<file path="config.mk">
export PLATFORM = sky130hd
export DESIGN_NAME = bsdot_seq_flat
export DESIGN_NICKNAME = d
export VERILOG_FILES = /design/src/rtl/bsdot_seq_if.sv /design/src/rtl/bsdot_seq.sv /design/src/flat_wrapper.sv
export SDC_FILE = /design/constraint.sdc
export NUM_CORES = 1
export LEC_CHECK = 0
export CAP_MARGIN = 25
export CELL_PAD_IN_SITES_DETAIL_PLACEMENT = 1
export CELL_PAD_IN_SITES_GLOBAL_PLACEMENT = 1
export CORE_MARGIN = 2
export CORE_UTILIZATION = 40
export CTS_CLUSTER_SIZE = 10
export DETAILED_ROUTE_END_ITERATION = 10
export GPL_ROUTABILITY_DRIVEN = 0
export PLACE_DENSITY = 0.94
export SKIP_CTS_REPAIR_TIMING = 1
export SLEW_MARGIN = 20
export SYNTH_ARGS = -nofsm -noshare
export SYNTH_HDL_FRONTEND = slang
export SYNTH_SLANG_ARGS = --single-unit
</file>
<file path="constraint.sdc">
create_clock -name clk -period 12.5 [get_ports clk]
set_input_delay 1.25 -clock clk [delete_from_list [all_inputs] [get_ports clk]]
set_output_delay 1.25 -clock clk [all_outputs]
set_load 0.005 [all_outputs]
</file>
<file path="src/rtl/bsdot_seq_if.sv">
// bsdot_seq_if: activation bit-plane valid/ready stream between plane buffer and feeder
interface bsdot_seq_if #(
    parameter int N = 64
);
    logic         d_valid;
    logic         d_ready;
    logic [N-1:0] D;

    modport master (output d_valid, output D, input d_ready);
    modport slave  (input d_valid, input D, output d_ready);
endinterface

</file>
<file path="src/rtl/bsdot_seq.sv">
// bsdot_seq: bit-plane feeder computing ±1-weight plane contributions and shacc load/acc/sh controls (optional BSDOT_SIGNED_EN adds sgn for two's-complement activations)
module bsdot_seq #(
    parameter int N    = 64,
    parameter int a    = 8,
    parameter int PMAX = 16
) (
    input  logic                       clk,
    input  logic                       rst_n,
    input  logic                       start,
    input  logic [$clog2(PMAX+1)-1:0]  prec,
    input  logic [N-1:0]               W,
`ifdef BSDOT_SIGNED_EN
    input  logic                       sgn,
`endif
    bsdot_seq_if.slave                 pl,
    output logic signed [a-1:0]        I,
    output logic                       load,
    output logic                       acc,
    output logic                       sh,
    output logic                       last,
    output logic                       busy,
    output logic                       done
);
    localparam int PW = $clog2(PMAX+1);
    localparam logic [PW-1:0] ONE    = 1;
    localparam logic [PW-1:0] PMAX_W = PMAX[PW-1:0];

    typedef enum logic [1:0] {IDLE, RUN, DRAIN, DONE} state_t;

    state_t              state, state_nx;
    logic [N-1:0]        w_q;
    logic [PW-1:0]       cnt, prec_eff;
    logic                first, accept;
    logic [a-1:0]        p_and, p_all;
    logic signed [a-1:0] c, cv;
`ifdef BSDOT_SIGNED_EN
    logic                sgn_q;
`endif

    assign pl.d_ready = state == RUN;
    assign accept     = pl.d_valid && pl.d_ready;
    assign busy       = state == RUN || state == DRAIN;
    assign done       = state == DONE;
    assign prec_eff   = prec == '0 ? ONE : (prec > PMAX_W ? PMAX_W : prec);

    // plane contribution: matches minus mismatches among set activation bits
    always_comb begin
        p_and = '0;
        p_all = '0;
        for (int i = 0; i < N; i++) begin
            p_and = p_and + {{(a-1){1'b0}}, pl.D[i] & w_q[i]};
            p_all = p_all + {{(a-1){1'b0}}, pl.D[i]};
        end
        c = (p_and << 1) - p_all;
`ifdef BSDOT_SIGNED_EN
        cv = (first && sgn_q) ? -c : c;
`else
        cv = c;
`endif
    end

    // next-state: one plane per accept, then a drain edge for shacc, then a done pulse
    always_comb begin
        state_nx = state;
        unique case (state)
            IDLE:    state_nx = start ? RUN : IDLE;
            RUN:     state_nx = (accept && cnt == ONE) ? DRAIN : RUN;
            DRAIN:   state_nx = DONE;
            default: state_nx = IDLE;
        endcase
    end

    // state register
    always_ff @(posedge clk) begin
        if (!rst_n) state <= IDLE;
        else        state <= state_nx;
    end

    // job latch, plane counter and registered shacc controls (pulse only on accept)
    always_ff @(posedge clk) begin
        if (!rst_n) begin
            w_q   <= '0;
            cnt   <= '0;
            first <= 1'b0;
            I     <= '0;
            load  <= 1'b0;
            acc   <= 1'b0;
            sh    <= 1'b0;
            last  <= 1'b0;
`ifdef BSDOT_SIGNED_EN
            sgn_q <= 1'b0;
`endif
        end else begin
            load <= 1'b0;
            acc  <= 1'b0;
            sh   <= 1'b0;
            last <= 1'b0;
            if (state == IDLE && start) begin
                w_q   <= W;
                cnt   <= prec_eff;
                first <= 1'b1;
`ifdef BSDOT_SIGNED_EN
                sgn_q <= sgn;
`endif
            end
            if (accept) begin
                I     <= cv;
                load  <= first;
                acc   <= !first;
                sh    <= !first;
                last  <= cnt == ONE;
                cnt   <= cnt - ONE;
                first <= 1'b0;
            end
        end
    end
endmodule
</file>
<file path="src/flat_wrapper.sv">
// flat-port wrapper written by rule: the top's interface ports become plain ports
module bsdot_seq_flat 
#(
    parameter int N    = 64,
    parameter int a    = 8,
    parameter int PMAX = 16
)
  (clk, rst_n, start, prec, W, I, load, acc, sh, last, busy, done, pl_d_valid, pl_D, pl_d_ready);
  bsdot_seq_if #(.N(N)) pl_i ();
  input  logic clk;
  input  logic rst_n;
  input  logic start;
  input  logic [$clog2(PMAX+1)-1:0] prec;
  input  logic [N-1:0] W;
  output logic signed [a-1:0] I;
  output logic load;
  output logic acc;
  output logic sh;
  output logic last;
  output logic busy;
  output logic done;
  input wire logic [$bits(pl_i.d_valid)-1:0] pl_d_valid;
  input wire logic [$bits(pl_i.D)-1:0] pl_D;
  output wire logic [$bits(pl_i.d_ready)-1:0] pl_d_ready;
  assign pl_i.d_valid = pl_d_valid;
  assign pl_i.D = pl_D;
  assign pl_d_ready = pl_i.d_ready;
  bsdot_seq #(.N(N), .a(a), .PMAX(PMAX)) u_core (.clk(clk), .rst_n(rst_n), .start(start), .prec(prec), .W(W), .pl(pl_i), .I(I), .load(load), .acc(acc), .sh(sh), .last(last), .busy(busy), .done(done));
endmodule
</file>
# After elaboration in Yosys (flattened, before gate mapping)
# Index checks and enable logic that the tools add are counted.
# Widths: inputs -> output; s select.
totals:
  ff_bits: 83
op_classes:
  add_sub_neg: 128
  n_lt_le_gt_ge: 1
  eq_ne: 4
  muxes: 7
  bitwise_logic: 65
  n_reduce_logical: 10
op_table:
  columns: ["cell", "count"]
  rows:
  - ["$add 8x1->8", 62]
  - ["$add 7x1->7", 62]
  - ["$and 1x1->1", 64]
  - ["$mux 5", 4]
  - ["$sub 8x8->8", 1]
  - ["$pmux 2 s3", 1]
  - ["$eq 5x1->1 const B", 1]
  - ["$gt 5x5->1 const B", 1]
  - ["$logic_not 5->1", 1]
  - ["$sub 5x1->5 const B", 1]
  - ["$add 1x1->2", 2]
  - ["$eq 2x2->1 const B", 2]
  - ["$logic_and 1x1->1", 3]
  - ["$eq 2x1->1 const B", 1]
  - ["$logic_not 2->1", 1]
  - ["$mux 2", 1]
  - ["$reduce_and 2->1", 1]
  - ["$reduce_bool 2->1", 1]
  - ["$reduce_or 2->1", 1]
  - ["$logic_not 1->1", 1]
  - ["$logic_or 1x1->1", 1]
  - ["$mux 1", 1]
  - ["$not 1->1", 1]

# Longest topological paths before layout
# Gate-level depths: netlist (run 1).
logic_depth:
  word_depth: 65
  depth_mapped: 36
  ltp_nobuf: 36

# Worst setup path after synthesis (run 1)
# Ideal clock, no wire load.
synth_timing:
  path_kind: "input port to flip-flop"
  startpoint: "input pl_D[1]"
  endpoint: "register u_core.I[7]"
  t_arrival_ps: 10866
  required_time_ps: 12427
  setup_slack_ps: 1561
  stages: 33
  n_path_buf: 0
  cell_sequence: "and2_1 -> ha_1 -> inv_1 -> fa_1 -> fa_1 -> inv_1 -> fa_1 -> fa_1 -> fa_1 -> fa_1 -> fa_1 -> fa_1 -> fa_1 -> fa_1 -> xor2_1 -> fa_1 -> fa_1 -> inv_1 -> fa_1 -> inv_1 -> fa_1 -> inv_1 -> fa_1 -> inv_1 -> ha_1 -> inv_1 -> fa_1 -> nand2b_1 -> a21oi_1 -> xnor2_1 -> xnor2_1 -> nand4_1 -> o211ai_2"
synth_via:
  elab_chain_cells: 65
  word_cells_on_any_way: 128
  cone_classes: "add/sub: 127; bitwise: 1"
synth_rtl:
  columns: ["element", "line", "text"]
  rows:
  - ["start, declared", "flat_wrapper.sv:23", "input wire logic [$bits(pl_i.D)-1:0] pl_D;"]
  - ["parallel branches: the longest is 64 deep, another holds $add 8x1->8", null, null]
  - ["$sub 8x8->8 (*)", "bsdot_seq.sv:54", "c = (p_and << 1) - p_all;"]
  - ["end signal, assigned", "bsdot_seq.sv:107", "I <= cv;"]
  - ["end, declared", "bsdot_seq.sv:16", "output logic signed [a-1:0] I,"]
# Every way passes the cells marked *.
# A chain may end at the register's enable or synchronous reset.

# Worst setup path after layout (run 1)
# Ends and elaborated chain as after synthesis.

==> results of run 1 <==
cell type report:
| class | instances | area, um2 | area share [%] |
|---|---|---|---|
| clock buffer | 11 | 233 | 2.44 |
| clock inverter | 5 | 53.8 | 0.563 |
| timing repair buffer | 154 | 1530 | 16.1 |
| inverter | 210 | 788 | 8.25 |
| tap | 234 | 293 | 3.06 |
| multi-input combinational | 548 | 4990 | 52.3 |
| sequential | 83 | 1660 | 17.4 |
cells in the final DEF (no fill, tap or decap), types with 2 or more instances in the layout:
master                              n
sky130_fd_sc_hd__nor2_1            17
sky130_fd_sc_hd__inv_1            209
sky130_fd_sc_hd__nor3_1             6
sky130_fd_sc_hd__dfxtp_1           83
sky130_fd_sc_hd__a211oi_1           4
sky130_fd_sc_hd__clkbuf_1           2
sky130_fd_sc_hd__clkinv_2           3
sky130_fd_sc_hd__nor4_1             2
sky130_fd_sc_hd__fa_1             112
sky130_fd_sc_hd__o21ai_0            4
sky130_fd_sc_hd__ha_1              87
sky130_fd_sc_hd__a222oi_1           2
sky130_fd_sc_hd__clkdlybuf4s50_1  151
sky130_fd_sc_hd__a21oi_1           77
sky130_fd_sc_hd__xnor2_1            5
sky130_fd_sc_hd__nand3_1            3
sky130_fd_sc_hd__and2_1            37
sky130_fd_sc_hd__xor2_1             3
sky130_fd_sc_hd__buf_4              3
sky130_fd_sc_hd__nand2_1          171
sky130_fd_sc_hd__clkbuf_16          9
sky130_fd_sc_hd__nand2b_1           2
flip-flops by register name, summed over array words and instances, names as in the netlist:
| name | cells |
|---|---|
| u_core.load | 1 |
| u_core.I | 8 |
| u_core.w_q | 64 |
| u_core.first | 1 |
| u_core.cnt | 5 |
| u_core.acc | 1 |
| u_core.last | 1 |
| u_core.state | 2 |
cell families (layout without fill, tap and decap cells):
kind of cell	after synthesis	in the layout
XOR/XNOR	8	8
buffers and inverters	236	380
flip-flops	83	83
AND/OR/NAND/NOR	247	247
AO/OA/AOI/OAI	94	94
adder cells (fa/ha/maj)	199	199
worst max-delay path: cells and delay by family:
family	cells	cell delay, ps
and+or+nand+nor	3	520
adders and majority gates	19	8790
xor gates and xnor gates	2	360
AOI/OAI and AO/OA	2	270
buffers and inverters	6	750
metrics by stage:
step	setup slack, ps	cells
global route	341	1245
floorplan	1560	867
detailed placement	446	1229
CTS	801	1245
global placement	836	1229
finish	854	1245
metal layers:
metal | up-vias | wire, um | GRT usage [%]
li1 | 2870 | - | -
met3 | 49 | 880 | 4.25
met1 | 2958 | 9250 | 28.4
met2 | 150 | 12000 | 45.1
met5 | - | 0 | 0
met4 | 0 | 692 | 10.0
worst paths after layout:
path,startpoint,endpoint,cells after the start
min reg2reg,u_core.first$_SDFFE_PP0P_,u_core.acc$_SDFF_PN0_,1
max reg2reg,u_core.w_q[1]$_SDFFE_PN0P_,u_core.I[7]$_SDFFE_PN0P_,31
max,pl_D[1],u_core.I[7]$_SDFFE_PN0P_,32
min,u_core.first$_SDFFE_PP0P_,u_core.acc$_SDFF_PN0_,1
==> flow_results.xml, run 1 <==
<?xml version="1.0" encoding="UTF-8"?>
<metrics>
  <group name="global_route">
    <metric name="global_route_wire_length_before_repair" unit="um">37100</metric>
    <metric name="grt_max_degree" unit="">83</metric>
    <metric name="groute.usage.overall" unit="%">24.6</metric>
    <metric name="grt_pass1_vias" unit="">7131</metric>
    <metric name="number_of_antenna_violations_at_the_first_check_in_global_routing" unit="">0</metric>
    <metric name="global_route.overflow_total" unit="">0</metric>
  </group>
  <group name="worst_hold_path">
    <metric name="hp-class" unit="">reg2reg</metric>
  </group>
  <group name="synth">
    <metric name="synthSimpleGateAreaFrac" unit="%">14.2</metric>
    <metric name="syn_area" unit="um2">7540</metric>
    <metric name="synth.distinct_cells" unit="">35</metric>
    <metric name="synth_adder_area_share" unit="%">44.2</metric>
    <metric name="synth_commonest_cells" unit="">sky130_fd_sc_hd__inv_1 (209), sky130_fd_sc_hd__nand2_1 (172), sky130_fd_sc_hd__fa_1 (112)</metric>
    <metric name="postSynthNetCount" unit="">1203</metric>
    <metric name="postSynthAreaPerCell" unit="um2">8.70</metric>
    <metric name="yosysTopAreaCell" unit="">sky130_fd_sc_hd__fa_1</metric>
    <metric name="synth.area.top_cells" unit="">sky130_fd_sc_hd__fa_1 (30%), sky130_fd_sc_hd__dfxtp_1 (22%), sky130_fd_sc_hd__ha_1 (14%)</metric>
    <metric name="post_synth_xor_area_fraction" unit="%">0.929</metric>
    <metric name="dominantRegCellSynth" unit="">sky130_fd_sc_hd__dfxtp_1</metric>
    <metric name="postSynthRegisterBits" unit="">83</metric>
    <metric name="synthArstFlopShare" unit="%">0</metric>
    <metric name="synth_compound_area_share" unit="%">6.92</metric>
    <metric name="synth.area.mux_share" unit="%">0</metric>
    <metric name="synth.yosys.warnings" unit="">0</metric>
    <metric name="synth_most_common_cell" unit="">sky130_fd_sc_hd__inv_1</metric>
    <metric name="synth_top_family_by_area" unit="">adder cells</metric>
    <metric name="synth_top_area_share" unit="%">29.7</metric>
    <metric name="synth_sequential_area_ratio" unit="%">22.0</metric>
    <metric name="synth_edf_count" unit="">0</metric>
    <metric name="syn-instance-count" unit="">867</metric>
  </group>
  <group name="sta">
    <metric name="worst_hold_slack" unit="ps">444</metric>
    <metric name="timing.clock.skew" unit="ps">8.57</metric>
    <metric name="period_minus_slack" unit="ps">11650</metric>
    <metric name="timing_hold_violations_final" unit="">0</metric>
    <metric name="worst_margin_slew" unit="ps">907</metric>
    <metric name="timing.slew.headroom" unit="%">39.6</metric>
    <metric name="grt_setup_unrepaired" unit="">false</metric>
    <metric name="maxClockFrequency" unit="MHz">85.9</metric>
    <metric name="min_period_over_period" unit="%">93.2</metric>
    <metric name="final.setup.tns" unit="ps">0</metric>
    <metric name="final-setup-viol-count" unit="">0</metric>
    <metric name="final-max-slew-violation-count" unit="">0</metric>
  </group>
  <group name="clocking">
    <metric name="clock_path_buffers" unit="">2</metric>
    <metric name="worst_skew_pair.late_latency" unit="ps">360</metric>
    <metric name="h-tree-depth" unit="">3</metric>
    <metric name="clock_pin_slew_worst_setup_and_hold_paths" unit="ps">60</metric>
    <metric name="tritoncts_num_sinks" unit="">83</metric>
    <metric name="cts-buffers-inserted" unit="">9</metric>
    <metric name="clk_tree_root_cell" unit="">sky130_fd_sc_hd__clkbuf_16</metric>
    <metric name="tritoncts" unit="">yes</metric>
  </group>
  <group name="die">
    <metric name="std_cell_rows" unit="">50</metric>
    <metric name="core_area" unit="um2">18600</metric>
    <metric name="die_x" unit="um">141</metric>
    <metric name="ioPinCount" unit="">152</metric>
    <metric name="initial_core_util" unit="%">40.6</metric>
    <metric name="die_area" unit="um2">20000</metric>
    <metric name="die_h" unit="um">141</metric>
  </group>
  <group name="drt">
    <metric name="drc_errors" unit="">0</metric>
    <metric name="firstDrtPassIters" unit="">4</metric>
    <metric name="routed-via-count" unit="">6027</metric>
    <metric name="drt-total-wl" unit="um">22800</metric>
    <metric name="wire_per_inst" unit="um">18.3</metric>
    <metric name="route.antenna.remaining_nets" unit="">0</metric>
    <metric name="first_iter_violations" unit="">188</metric>
    <metric name="drt-vias-per-instance" unit="">4.84</metric>
  </group>
  <group name="flow_run">
    <metric name="drv_cap" unit="">0</metric>
  </group>
  <group name="worst_setup_path">
    <metric name="critPathLaunchType" unit="">primary input</metric>
    <metric name="arrival" unit="ps">11940</metric>
    <metric name="worstPathRequired" unit="ps">12800</metric>
    <metric name="crit_fanout" unit="">3</metric>
    <metric name="critPathMaxStageDelay" unit="ps">560</metric>
    <metric name="rrSetupSlack" unit="ps">1910</metric>
    <metric name="crit_path_end_kind" unit="">flop</metric>
    <metric name="crit_type" unit="">in2reg</metric>
    <metric name="path_common_cell" unit="">sky130_fd_sc_hd__fa_1</metric>
    <metric name="critPathSlowestCell" unit="">sky130_fd_sc_hd__fa_1</metric>
  </group>
  <group name="cells_and_area">
    <metric name="layout_nets" unit="">1342</metric>
    <metric name="finalInstanceArea" unit="um2">9560</metric>
    <metric name="final_util" unit="%">51.4</metric>
    <metric name="num-fill-cells" unit="">2168</metric>
    <metric name="drive_gt1_share" unit="%">2.37</metric>
    <metric name="area.growth.synth_to_final" unit="%">26.7</metric>
    <metric name="insertedDiodeCount" unit="">0</metric>
  </group>
  <group name="outcome">
    <metric name="status" unit="">finished clean</metric>
  </group>
  <group name="place">
    <metric name="place_hpwl" unit="um">19100</metric>
    <metric name="placed_cell_area" unit="um2">9270</metric>
    <metric name="portBuffers" unit="">151</metric>
  </group>
</metrics>
Power of run 1 is left out: the tool's default activity adds up to more than one toggle a clock period on the data nets, which glitch-free logic cannot reach.
==> inputs of run 2 (changes only) <==
--- a/config.mk
+++ b/config.mk
@@ -13,6 +13,7 @@
 export CTS_CLUSTER_SIZE = 10
 export DETAILED_ROUTE_END_ITERATION = 10
 export GPL_ROUTABILITY_DRIVEN = 0
+export MAX_ROUTING_LAYER = met4
 export PLACE_DENSITY = 0.94
 export SKIP_CTS_REPAIR_TIMING = 1
 export SLEW_MARGIN = 20
==> constraint.sdc (replaced) <==
create_clock -name clk -period 11.9 [get_ports clk]
set_input_delay 1.19 -clock clk [delete_from_list [all_inputs] [get_ports clk]]
set_output_delay 1.19 -clock clk [all_outputs]
set_load 0.005 [all_outputs]
==> run 2 against run 1 <==
Register-to-register slack worse by 490 ps. Via count grew 0.58%. Hold slack lost 0.85 ps. Critical endpoint unchanged. Highest routed layer unchanged.
==> flow_results.xml, run 2 (synthesis results as in run 1) <==
<?xml version="1.0" encoding="UTF-8"?>
<metrics>
  <group name="outcome">
    <metric name="status" unit="">finished clean</metric>
  </group>
  <group name="sta">
    <metric name="maxClockFrequency" unit="MHz">87.1</metric>
    <metric name="min_period_over_period" unit="%">96.4</metric>
    <metric name="worst_slack" unit="ps">424</metric>
    <metric name="final-setup-viol-count" unit="">0</metric>
    <metric name="timing.slew.headroom" unit="%">38.6</metric>
    <metric name="timing_hold_violations_final" unit="">0</metric>
    <metric name="period_minus_slack" unit="ps">11480</metric>
    <metric name="worst_hold_slack" unit="ps">443</metric>
    <metric name="timing.clock.skew" unit="ps">8.23</metric>
    <metric name="final-max-slew-violation-count" unit="">0</metric>
    <metric name="worst_margin_slew" unit="ps">921</metric>
    <metric name="grt_setup_unrepaired" unit="">false</metric>
  </group>
  <group name="global_route">
    <metric name="number_of_antenna_violations_at_the_first_check_in_global_routing" unit="">0</metric>
    <metric name="grt_pass1_vias" unit="">7130</metric>
    <metric name="global_route_wire_length_before_repair" unit="um">36000</metric>
    <metric name="global_route.overflow_total" unit="">0</metric>
    <metric name="groute.usage.overall" unit="%">24.3</metric>
    <metric name="grt_max_degree" unit="">83</metric>
  </group>
  <group name="cells_and_area">
    <metric name="area.growth.synth_to_final" unit="%">27.2</metric>
    <metric name="mostFrequentLayoutCell" unit="">sky130_fd_sc_hd__inv_1</metric>
    <metric name="largest_register_ffs" unit="">64</metric>
    <metric name="drive_gt1_share" unit="%">2.96</metric>
    <metric name="insertedDiodeCount" unit="">0</metric>
    <metric name="layout_nets" unit="">1343</metric>
    <metric name="most-common-layout-cells" unit="">sky130_fd_sc_hd__inv_1 (209), sky130_fd_sc_hd__nand2_1 (171), sky130_fd_sc_hd__clkdlybuf4s50_1 (151)</metric>
    <metric name="final_instance_count_excl_fillers" unit="">1246</metric>
    <metric name="largest_register" unit="">u_core.w_q</metric>
    <metric name="largestRegisters" unit="">u_core.w_q x64, u_core.I x8, u_core.cnt x5</metric>
  </group>
  <group name="die">
    <metric name="std_cell_rows" unit="">50</metric>
    <metric name="initial_core_util" unit="%">40.6</metric>
    <metric name="die_h" unit="um">141</metric>
    <metric name="core_area" unit="um2">18600</metric>
    <metric name="ioPinCount" unit="">152</metric>
    <metric name="die_x" unit="um">141</metric>
    <metric name="die_area" unit="um2">20000</metric>
  </group>
  <group name="clocking">
    <metric name="clock_path_buffers" unit="">2</metric>
    <metric name="clock_pin_slew_worst_setup_and_hold_paths" unit="ps">60</metric>
    <metric name="tritoncts_num_sinks" unit="">83</metric>
    <metric name="worst_skew_pair.late_latency" unit="ps">360</metric>
    <metric name="tritoncts" unit="">yes</metric>
    <metric name="h-tree-depth" unit="">3</metric>
    <metric name="clk_tree_root_cell" unit="">sky130_fd_sc_hd__clkbuf_16</metric>
    <metric name="cts-buffers-inserted" unit="">9</metric>
  </group>
  <group name="place">
    <metric name="placed_cells" unit="">1229</metric>
    <metric name="place_ws" unit="ps">-167</metric>
    <metric name="portBuffers" unit="">151</metric>
    <metric name="place_hpwl" unit="um">18800</metric>
  </group>
  <group name="worst_setup_path">
    <metric name="crit_fanout" unit="">3</metric>
    <metric name="critPathLaunchType" unit="">primary input</metric>
    <metric name="cp.buffers_inverters" unit="">9</metric>
    <metric name="crit_path_end_kind" unit="">flop</metric>
    <metric name="arrival" unit="ps">11720</metric>
    <metric name="cp_top_family" unit="">adder cells</metric>
    <metric name="critPathMaxStageDelay" unit="ps">570</metric>
    <metric name="worstPathRequired" unit="ps">12140</metric>
    <metric name="crit_type" unit="">in2reg</metric>
    <metric name="path_common_cell" unit="">sky130_fd_sc_hd__fa_1</metric>
    <metric name="critPathSlowestCell" unit="">sky130_fd_sc_hd__fa_1</metric>
  </group>
  <group name="drt">
    <metric name="drt-total-wl" unit="um">22400</metric>
    <metric name="drt-vias-per-instance" unit="">4.87</metric>
    <metric name="first_iter_violations" unit="">195</metric>
    <metric name="wire_per_inst" unit="um">17.9</metric>
    <metric name="drc_errors" unit="">0</metric>
    <metric name="firstDrtPassIters" unit="">4</metric>
    <metric name="routed-via-count" unit="">6062</metric>
    <metric name="route.antenna.remaining_nets" unit="">0</metric>
  </group>
  <group name="flow_run">
    <metric name="drv_cap" unit="">0</metric>
  </group>
  <group name="worst_hold_path">
    <metric name="hp-class" unit="">reg2reg</metric>
  </group>
</metrics>
## run 2: worst register-to-register path: cells and delay by family, from the launching register on
| kind | cells | cell delay (ps) |
|---|---|---|
| and+or+nand+nor | 2 | 340 |
| xor gates and xnor gates | 3 | 500 |
| buffers and inverters | 8 | 590 |
| DFF | 1 | 310 |
| adders and majority gates | 18 | 8390 |
| AOI/OAI and AO/OA | 2 | 250 |
## run 2: through the flow
| stage | utilization, % | setup TNS (ps) | area [um2] |
|---|---|---|---|
| detailed placement | 49.9 | -167 | 9270 |
| finish | 51.6 | 0 | 9590 |
| global route | 51.6 | 0 | 9590 |
| floorplan | - | 0 | 7540 |
| CTS | 51.5 | 0 | 9570 |
| global placement | 49.9 | 0 | 9270 |
## run 2: final cells by class
cell class	instances	area, um2
fillers	2149	8990
multi-input cells	548	5000
flip-flops and latches	83	1660
repair buffers	155	1540
inverters	210	788
well taps	234	293
clock buffers	9	225
clock inverters	7	77.6
## run 2: worst paths after layout
kind	startpoint	to	slack (ps)	depth (start not counted)
worst max register to register	u_core.w_q[1]$_SDFFE_PN0P_	u_core.I[7]$_SDFFE_PN0P_	1420	33
worst min-delay path	u_core.first$_SDFFE_PP0P_	u_core.acc$_SDFF_PN0_	440	1
worst max-delay path	pl_D[0]	u_core.I[7]$_SDFFE_PN0P_	420	34
worst min register to register	u_core.first$_SDFFE_PP0P_	u_core.acc$_SDFF_PN0_	440	1
## run 2: metal layers
metal | GRT usage, % | up-vias | routed length [um]
li1 | - | 2871 | -
met5 | - | - | 0
met1 | 27.2 | 2994 | 8850
met2 | 43.7 | 160 | 12000
met4 | 7.63 | 0 | 519
met3 | 5.06 | 37 | 1040
Power of run 2 is left out for the same reason.
